==> config.mk <==
export PLATFORM = sky130hd
export DESIGN_NAME = clk_user_div_gen
export DESIGN_NICKNAME = d
export VERILOG_FILES = /design/src/rtl/clk_user_div_gen.sv
export SDC_FILE = /design/constraint.sdc
export NUM_CORES = 1
export LEC_CHECK = 0
export ABC_AREA = 1
export BUFFER_PORTS_ARGS = -buffer_cell sky130_fd_sc_hd__buf_2
export CAP_MARGIN = 20
export CORE_AREA = 2 2 155 157
export CTS_BUF_LIST = sky130_fd_sc_hd__clkbuf_8
export DETAILED_ROUTE_END_ITERATION = 6
export DIE_AREA = 0 0 157 159
export PLACE_DENSITY = 0.78
export SETUP_SLACK_MARGIN = 0.15
export SLEW_MARGIN = 15
export SYNTH_ARGS = -nofsm -noshare
export SYNTH_HDL_FRONTEND = slang
export SYNTH_SLANG_ARGS = --single-unit
==> constraint.sdc <==
create_clock -name clk_in1 -period 3.4 [get_ports clk_in1]
set_input_delay 0.17 -clock clk_in1 [delete_from_list [all_inputs] [get_ports clk_in1]]
set_output_delay 0.17 -clock clk_in1 [all_outputs]
set_load 0.005 [all_outputs]
==> src/rtl/clk_user_div_gen.sv <==
// Runtime-programmable per-channel clock-enable / divided-clock generator with sync strobe and lock status.
// Latency: outputs registered, new ratio takes effect on the channel's wrap edge (next edge if disabled).
// Backpressure: cfg_ready drops per channel while a ratio is pending; optional duty control via CLK_USER_DIV_GEN_DUTY_EN.
module clk_user_div_gen #(
    parameter int NUM_CH      = 4,
    parameter int DIV_W       = 16,
    parameter int DEFAULT_DIV = 2,
    parameter int LOCK_CYCLES = 16,
    localparam int CH_W       = (NUM_CH > 1) ? $clog2(NUM_CH) : 1
) (
    input  logic              clk_in1,
    input  logic              reset_n,
    input  logic              cfg_valid,
    output logic              cfg_ready,
    input  logic [CH_W-1:0]   cfg_ch,
    input  logic [DIV_W-1:0]  cfg_div,
`ifdef CLK_USER_DIV_GEN_DUTY_EN
    input  logic [DIV_W-1:0]  cfg_high,
`endif
    input  logic              sync_strobe,
    output logic [NUM_CH-1:0] clk_en,
    output logic [NUM_CH-1:0] clk_out,
    output logic              locked
);

    localparam logic [DIV_W-1:0] DIV_RST  = DIV_W'(DEFAULT_DIV);
    localparam logic [DIV_W-1:0] CNT_RST  = DIV_W'(DEFAULT_DIV - 1);
    localparam logic [DIV_W-1:0] DIV_ONE  = DIV_W'(1);
    localparam int               LCK_W    = $clog2(LOCK_CYCLES + 1);
    localparam logic [LCK_W-1:0] LOCK_MAX = LCK_W'(LOCK_CYCLES);
    localparam logic [LCK_W-1:0] LCK_ONE  = LCK_W'(1);

    logic [CH_W:0]       ch_ext;
    logic [NUM_CH-1:0]   pend_vld;
    logic [NUM_CH-1:0]   apply;
    logic [LCK_W-1:0]    lock_cnt;
    logic [LCK_W-1:0]    lock_nxt;

    // Widened so out-of-range channel codes never match a real channel.
    assign ch_ext = {1'b0, cfg_ch};

    always_comb begin
        cfg_ready = 1'b1;
        for (int i = 0; i < NUM_CH; i++) begin
            if (ch_ext == (CH_W + 1)'(i)) cfg_ready = ~pend_vld[i];
        end
    end

    for (genvar i = 0; i < NUM_CH; i++) begin : g_ch
        logic [DIV_W-1:0] div_act;
        logic [DIV_W-1:0] cnt;
        logic [DIV_W-1:0] pend_div;
        logic [DIV_W-1:0] div_nxt;
        logic [DIV_W-1:0] cnt_nxt;
        logic [DIV_W-1:0] high_nxt;
        logic             pend_q;
        logic             en_q;
        logic             out_q;
        logic             wrap;
        logic             cfg_wr;
`ifdef CLK_USER_DIV_GEN_DUTY_EN
        logic [DIV_W-1:0] high_act;
        logic [DIV_W-1:0] pend_high;
`endif

        assign cfg_wr   = cfg_valid && ~pend_q && (ch_ext == (CH_W + 1)'(i));
        assign wrap     = (div_act != '0) && (cnt == div_act - DIV_ONE);
        // Applying only on wrap/sync/disabled keeps every period whole.
        assign apply[i] = pend_q && ((div_act == '0) || wrap || sync_strobe);
        assign div_nxt  = apply[i] ? pend_div : div_act;
`ifdef CLK_USER_DIV_GEN_DUTY_EN
        assign high_nxt = apply[i] ? pend_high : high_act;
`else
        assign high_nxt = div_nxt >> 1;
`endif
        assign cnt_nxt  = ((div_nxt == '0) || apply[i] || wrap || sync_strobe) ? '0 : cnt + DIV_ONE;

        always_ff @(posedge clk_in1 or negedge reset_n) begin
            if (!reset_n) begin
                div_act   <= DIV_RST;
                cnt       <= CNT_RST;
                pend_q    <= 1'b0;
                pend_div  <= '0;
                en_q      <= 1'b0;
                out_q     <= 1'b0;
`ifdef CLK_USER_DIV_GEN_DUTY_EN
                high_act  <= DIV_W'(DEFAULT_DIV / 2);
                pend_high <= '0;
`endif
            end else begin
                div_act <= div_nxt;
                cnt     <= cnt_nxt;
                en_q    <= (div_nxt != '0) && (cnt_nxt == '0);
                out_q   <= (div_nxt != '0) && (cnt_nxt < high_nxt);
`ifdef CLK_USER_DIV_GEN_DUTY_EN
                high_act <= high_nxt;
`endif
                if (cfg_wr) begin
                    pend_q   <= 1'b1;
                    pend_div <= cfg_div;
`ifdef CLK_USER_DIV_GEN_DUTY_EN
                    pend_high <= cfg_high;
`endif
                end else if (apply[i]) begin
                    pend_q <= 1'b0;
                end
            end
        end

        assign pend_vld[i] = pend_q;
        assign clk_en[i]   = en_q;
        assign clk_out[i]  = out_q;
    end

    assign lock_nxt = ((|apply) || sync_strobe) ? '0 :
                      (lock_cnt == LOCK_MAX)    ? lock_cnt : lock_cnt + LCK_ONE;

    always_ff @(posedge clk_in1 or negedge reset_n) begin
        if (!reset_n) begin
            lock_cnt <= '0;
            locked   <= 1'b0;
        end else begin
            lock_cnt <= lock_nxt;
            locked   <= (lock_nxt == LOCK_MAX);
        end
    end

endmodule
## Yosys cells after proc, flatten, opt, wreduce, memory -nomap -nowiden

Index checks and enable logic that the tools add are counted.

| operators by class | value |
|---|---|
| add/subtract/negate cells | 9 |
| $lt $le $gt $ge | 4 |
| equality and inequality tests | 9 |
| multiplexer cells | 22 |
| bitwise operators | 4 |
| reduce and logical (&&, ||, !) cells | 71 |

Operators by type and width:

| operator | count |
|---|---|
| $logic_not A16 Y1 | 12 |
| $mux W16 | 8 |
| $reduce_bool A16 Y1 | 8 |
| $add A16 B1 Y16 const B | 4 |
| $eq A16 B16 Y1 | 4 |
| $lt A16 B15 Y1 | 4 |
| $sub A16 B1 Y16 const B | 4 |
| $logic_and A1 B1 Y1 | 24 |
| $logic_or A1 B1 Y1 | 21 |
| $mux W1 | 12 |
| $eq A5 B5 Y1 const B | 2 |
| $mux W5 | 2 |
| $reduce_bool A2 Y1 | 4 |
| $add A5 B1 Y5 const B | 1 |
| $eq A2 B2 Y1 const B | 2 |
| $not A1 Y1 | 4 |
| $reduce_or A4 Y1 | 1 |
| $logic_not A3 Y1 | 1 |
| $eq A2 B1 Y1 const B | 1 |

| word-level totals | value |
|---|---|
| flip-flop bits (word level) | 210 |
| input port bits | 22 |

## Logic depth before layout (Yosys ltp)

| logic depth | value |
|---|---|
| depth in word-level cells | 14 |
| mapped depth | 33 |
| depth with buffers taken out | 32 |

## Worst setup path after synthesis

No wires, ideal clock.

| timing | value |
|---|---|
| path kind | register to register |
| start | reg g_ch[3].div_act[1] |
| end | reg g_ch[3].out_q |
| library setup time | 77 ps |
| arrival | 3451 ps |
| required time | 3323 ps |
| path slack | -128 ps |
| stages on the path, launching flop included | 27 |
| buffers on the path | 2 |
| cells stage by stage | dfstp_2 > inv_1 > ha_1 > xnor2_1 > nor2_1 > nand2_1 > nor2_1 > nand3_1 > nor2_1 > nand3_1 > o21ai_4 > buf_2 > nand3_1 > nand2_1 > nor2_1 > nand2_1 > nor2_2 > nand2_2 > nand2_4 > buf_6 > nor3_1 > ha_1 > a21oi_1 > nor2_1 > a211oi_1 > nand2_1 > a21oi_1 |

| between the ends | value |
|---|---|
| word-level cells in the longest chain between the ends | 14 |
| elaborated cells between the ends (all ways) | 17 |
| classes of those cells | 1 x add/sub; 1 x order compare; 1 x eq/ne; 2 x mux; 12 x reduce/logical |

Ends and longest elaborated chain:

| item | line | text |
|---|---|---|
| start, declared | 50 | `logic [DIV_W-1:0] div_act;` |
| start signal, assigned | 91 | `div_act <= div_nxt;` |
| $sub A16 B1 Y16 | 67 | `assign wrap = (div_act != '0) && (cnt == div_act - DIV_ONE);` |
| $eq A16 B16 Y1 | 67 |  |
| $logic_and A1 B1 Y1 | 67 |  |
| $logic_or A1 B1 Y1 * (2 in a row) | 69 | `assign apply[i] = pend_q && ((div_act == '0) \|\| wrap \|\| sync_strobe);` |
| $logic_and A1 B1 Y1 * | 69 |  |
| $mux W16 * | 70 | `assign div_nxt = apply[i] ? pend_div : div_act;` |
| net g_ch[3].div_nxt[3] | 53 | `logic [DIV_W-1:0] div_nxt;` |
| $logic_not A16 Y1 * | 76 | `assign cnt_nxt = ((div_nxt == '0) \|\| apply[i] \|\| wrap \|\| sync_strobe) ? '0 : cnt + DIV_ONE;` |
| $logic_or A1 B1 Y1 * (3 in a row) | 76 |  |
| $mux W16 * | 76 |  |
| net g_ch[3].cnt_nxt[5] | 54 | `logic [DIV_W-1:0] cnt_nxt;` |
| $lt A16 B15 Y1 * | 94 | `out_q <= (div_nxt != '0) && (cnt_nxt < high_nxt);` |
| $logic_and A1 B1 Y1 * | 94 |  |
| end signal, assigned | 94 |  |
| end, declared | 58 | `logic out_q;` |

The timed path passes the listed nets; every way through them passes the cells marked *.
A chain may end at the register's enable or synchronous reset.

## Final worst setup path

| timing | value |
|---|---|
| start | reg g_ch[1].div_act[0] |
| end | reg g_ch[1].out_q |

| between the ends | value |
|---|---|
| word-level cells in the longest chain between the ends | 14 |
| elaborated cells between the ends (all ways) | 17 |
| classes of those cells | 1 x add/sub; 1 x order compare; 1 x eq/ne; 2 x mux; 12 x reduce/logical |

Ends and longest elaborated chain:

| item | line |
|---|---|
| start, declared | 50 |
| start signal, assigned | 91 |
| $sub A16 B1 Y16 | 67 |
| $eq A16 B16 Y1 | 67 |
| $logic_and A1 B1 Y1 | 67 |
| $logic_or A1 B1 Y1 * (2 in a row) | 69 |
| $logic_and A1 B1 Y1 * | 69 |
| $mux W16 * | 70 |
| net g_ch[1].div_nxt[1] | 53 |
| $logic_not A16 Y1 * | 76 |
| $logic_or A1 B1 Y1 * (3 in a row) | 76 |
| $mux W16 * | 76 |
| net g_ch[1].cnt_nxt[7] | 54 |
| $lt A16 B15 Y1 * | 94 |
| $logic_and A1 B1 Y1 * | 94 |
| end signal, assigned | 94 |
| end, declared | 58 |

Marked as above.

==> reports/qor.yml <==
antenna_found_initial: 0
port_buffers: 31
power_w: 0.01615
synth_ff_type: "dfrtp_1"
crit_family: "simple AND/OR/NAND/NOR gates"
route.vias.total: 14811
vdd_ir_drop_max_mv: 0.5963
p_leak_nw: 9.681
tritoncts: "done"
drt_iter0_markers: 1360
critical_path.startpoint_type: "flip-flop"
dr.pass1.iters: 7
cp_slowest_cell: "dfrtp_1"
synth_fp_nets: 1944
power_density_mw_per_mm2: 861.9
period_needed_ns: 4.220
hp-class: "in2reg"
area_delta_synth_final_pct: 37.79
crit_type: "reg2reg"
final_antenna_net_count: 0
worst_path_most_repeated_cell: "nand2_1"
finalHoldViolations: 0
ys_seq_elements: 210
antenna_cells: 0
cts.path.max_buffers: 3
setup_violations: 9
synthArstFlopShare_pct: 100.0
final_cell_mix: "nand2_1 (426), buf_4 (313), inv_1 (238)"
synth_area_leaders: "dfrtp_1 (37%), nand2_1 (14%), inv_1 (6.5%)"
wire_per_inst_um: 18.22
drt_wl_total_um: 47110
netlist_area_mm2: 0.01360
synth-edff-count: 0
pin_count: 32
final_common_cell: "nand2_1"
drc_errors: 14
synth_top_cell_area_share_pct: 37.17
required_ns: 3.86
dpl.hpwl_um: 27900
die_x_um: 157
skew_ns: 0.02188
max_slew_margin_pct: 34.06
critical_path_buf_inv_count: 3
tightest_slew_ns: 0.9864
grt_usage_pct: 32.38
crit_arrival_ns: 4.68
grt_max_degree: 106
drv_slew: 0
rsz0062_at_grt: "yes"
dieHeight_um: 159
drv_cap: 0
core_area_mm2: 0.02319
grt_pass1_vias: 13905
yosys.area.top_type: "dfrtp_1"
h-tree-depth: 2
status: "finished, violations left"
ys_types: 45
start_util_pct: 58.64
ys_warn_count: 0
dieArea_mm2: 0.02496
place.gp.congestion: 0.9151
syn-mean-instance-area_um2: 7.344
slowest_delay_ns: 0.39
pre_cts_ws_ns: -0.4496
viasPerCell: 5.730
syn_inst: 1852
violations: "DRC, setup timing"
max_freq_mhz: 237.0
grt_pass1_wl_um: 65380
setup_ws_ns: -0.8196
period_share_pct: 124.1
worstSetupEndpointType: "flip-flop"
numCtsBuffers: 36
overflow: 0
drive_gt1_share_pct: 33.63
clkSinkCount: 210
clock_latency_ns: 0.55
path_max_fanout: 8
finalNetCount: 2332
clk_pin_slew_worst_paths_ns: 0.07
root_buffer: "clkbuf_8"
synth.yosys.seq_area_share_pct: 38.71
rows: 56
## stage by stage
step,area (µm²),std cells,util (%),TNS (ns),hold slack [ns]
after floorplan,13710,1852,-,-0.02263,-0.1256
after global placement,16270,2455,70.17,-1.280,0.3254
after detailed placement,16270,2455,70.17,-1.905,0.3400
after CTS,17660,2555,76.13,-0.9539,0.001117
after global routing,18740,2585,80.80,-5.798,0.04422
final,18740,2585,80.80,-3.694,0.02216
## path summary, 6_finish.rpt
kind | start | endpoint | slack (ns) | cells past startpoint
worst max-delay path | g_ch[1].div_act[0]$_DFF_PN0_ | g_ch[1].out_q$_DFF_PN0_ | -0.82 | 28
worst min-delay path | cfg_div[8] | g_ch[1].pend_div[8]$_DFFE_PN0P_ | 0.02 | 3
worst max register to register | g_ch[1].div_act[0]$_DFF_PN0_ | g_ch[1].out_q$_DFF_PN0_ | -0.82 | 28
worst min register to register | g_ch[1].pend_div[11]$_DFFE_PN0P_ | g_ch[1].pend_div[11]$_DFFE_PN0P_ | 0.49 | 2
max in group asynchronous | reset_n | g_ch[1].cnt[0]$_DFF_PN1_ | 2.10 | 3
min in group asynchronous | reset_n | g_ch[2].cnt[12]$_DFF_PN0_ | 0.30 | 2
## timing repair
action | CTS | global route
setup buffers | 22 | 24
setup endpoints to repair | 10 | 35
resized for setup | 101 | 211
hold buffers | 8 | 0
gates cloned | 6 | 6
pin swaps | 33 | 109
hold endpoints to repair | 112 | 0
## sequential cells by signal, summed over array words and instances (netlist names)
signal         count
g_ch.en_q          4
g_ch.cnt          64
lock_cnt           5
g_ch.pend_q        4
g_ch.div_act      64
locked             1
g_ch.pend_div     64
g_ch.out_q         4
## area by class of cell
cell class,instances,area [µm²]
Multi-Input combinational cell,1364,8471
Sequential cell,210,5275
Fill cell,1255,4452
Timing Repair Buffer,381,2980
Inverter,247,932.1
Clock buffer,43,591.8
Tap cell,319,399.1
Clock inverter,21,91.34
## kinds of logic (layout without fill, tap and decap cells)
group                      after synthesis  count (layout)  share of synthesized area, %
xor gates and xnor gates                88              88                         5.667
AOI/OAI and AO/OA                      141             141                         5.529
adders and majority gates               70              70                         6.440
buffers and inverters                  287             692                         8.629
DFF                                    210             210                         38.71
and+or+nand+nor                       1056            1065                         35.02
## worst reg2reg max path, delay by kind of cell, from the launching register on
family	cells	cell delay, ns
buf+inv	3	0.44
simple gates	21	2.45
fa+ha+maj	2	0.43
flops	1	0.39
compound gates	2	0.45
## report_power, final
group	leakage, nW	switching, W	internal, W
clock	0.411	0.00110	0.00115
combinational	6.57	0.00544	0.00448
sequential	2.70	0.000822	0.00315
## routing by layer
layer,track usage [%],vias up,routed length [µm]
met5,0,-,0
met3,5.199,266,3707
met2,54.55,842,22740
met1,41.05,6998,17510
li1,-,6705,-
met4,14.26,0,3151
## synthesized netlist by cell type, types with 4 or more instances
library cell,instances
inv_2,10
xnor2_1,39
nor3_1,41
buf_6,7
nand2_4,7
nand3b_1,23
buf_4,9
nand2_1,492
nor2_2,17
nand2_2,35
dfrtp_1,202
o21ai_0,94
nand3_1,144
clkbuf_1,16
nor3b_1,10
inv_1,236
xor2_1,49
nor2_4,7
a21oi_1,32
nor2_1,224
a211oi_1,4
buf_2,6
dfstp_2,8
nor4_1,9
nand4_1,28
ha_1,70
No activity file was read; power rests on OpenSTA's default activity.
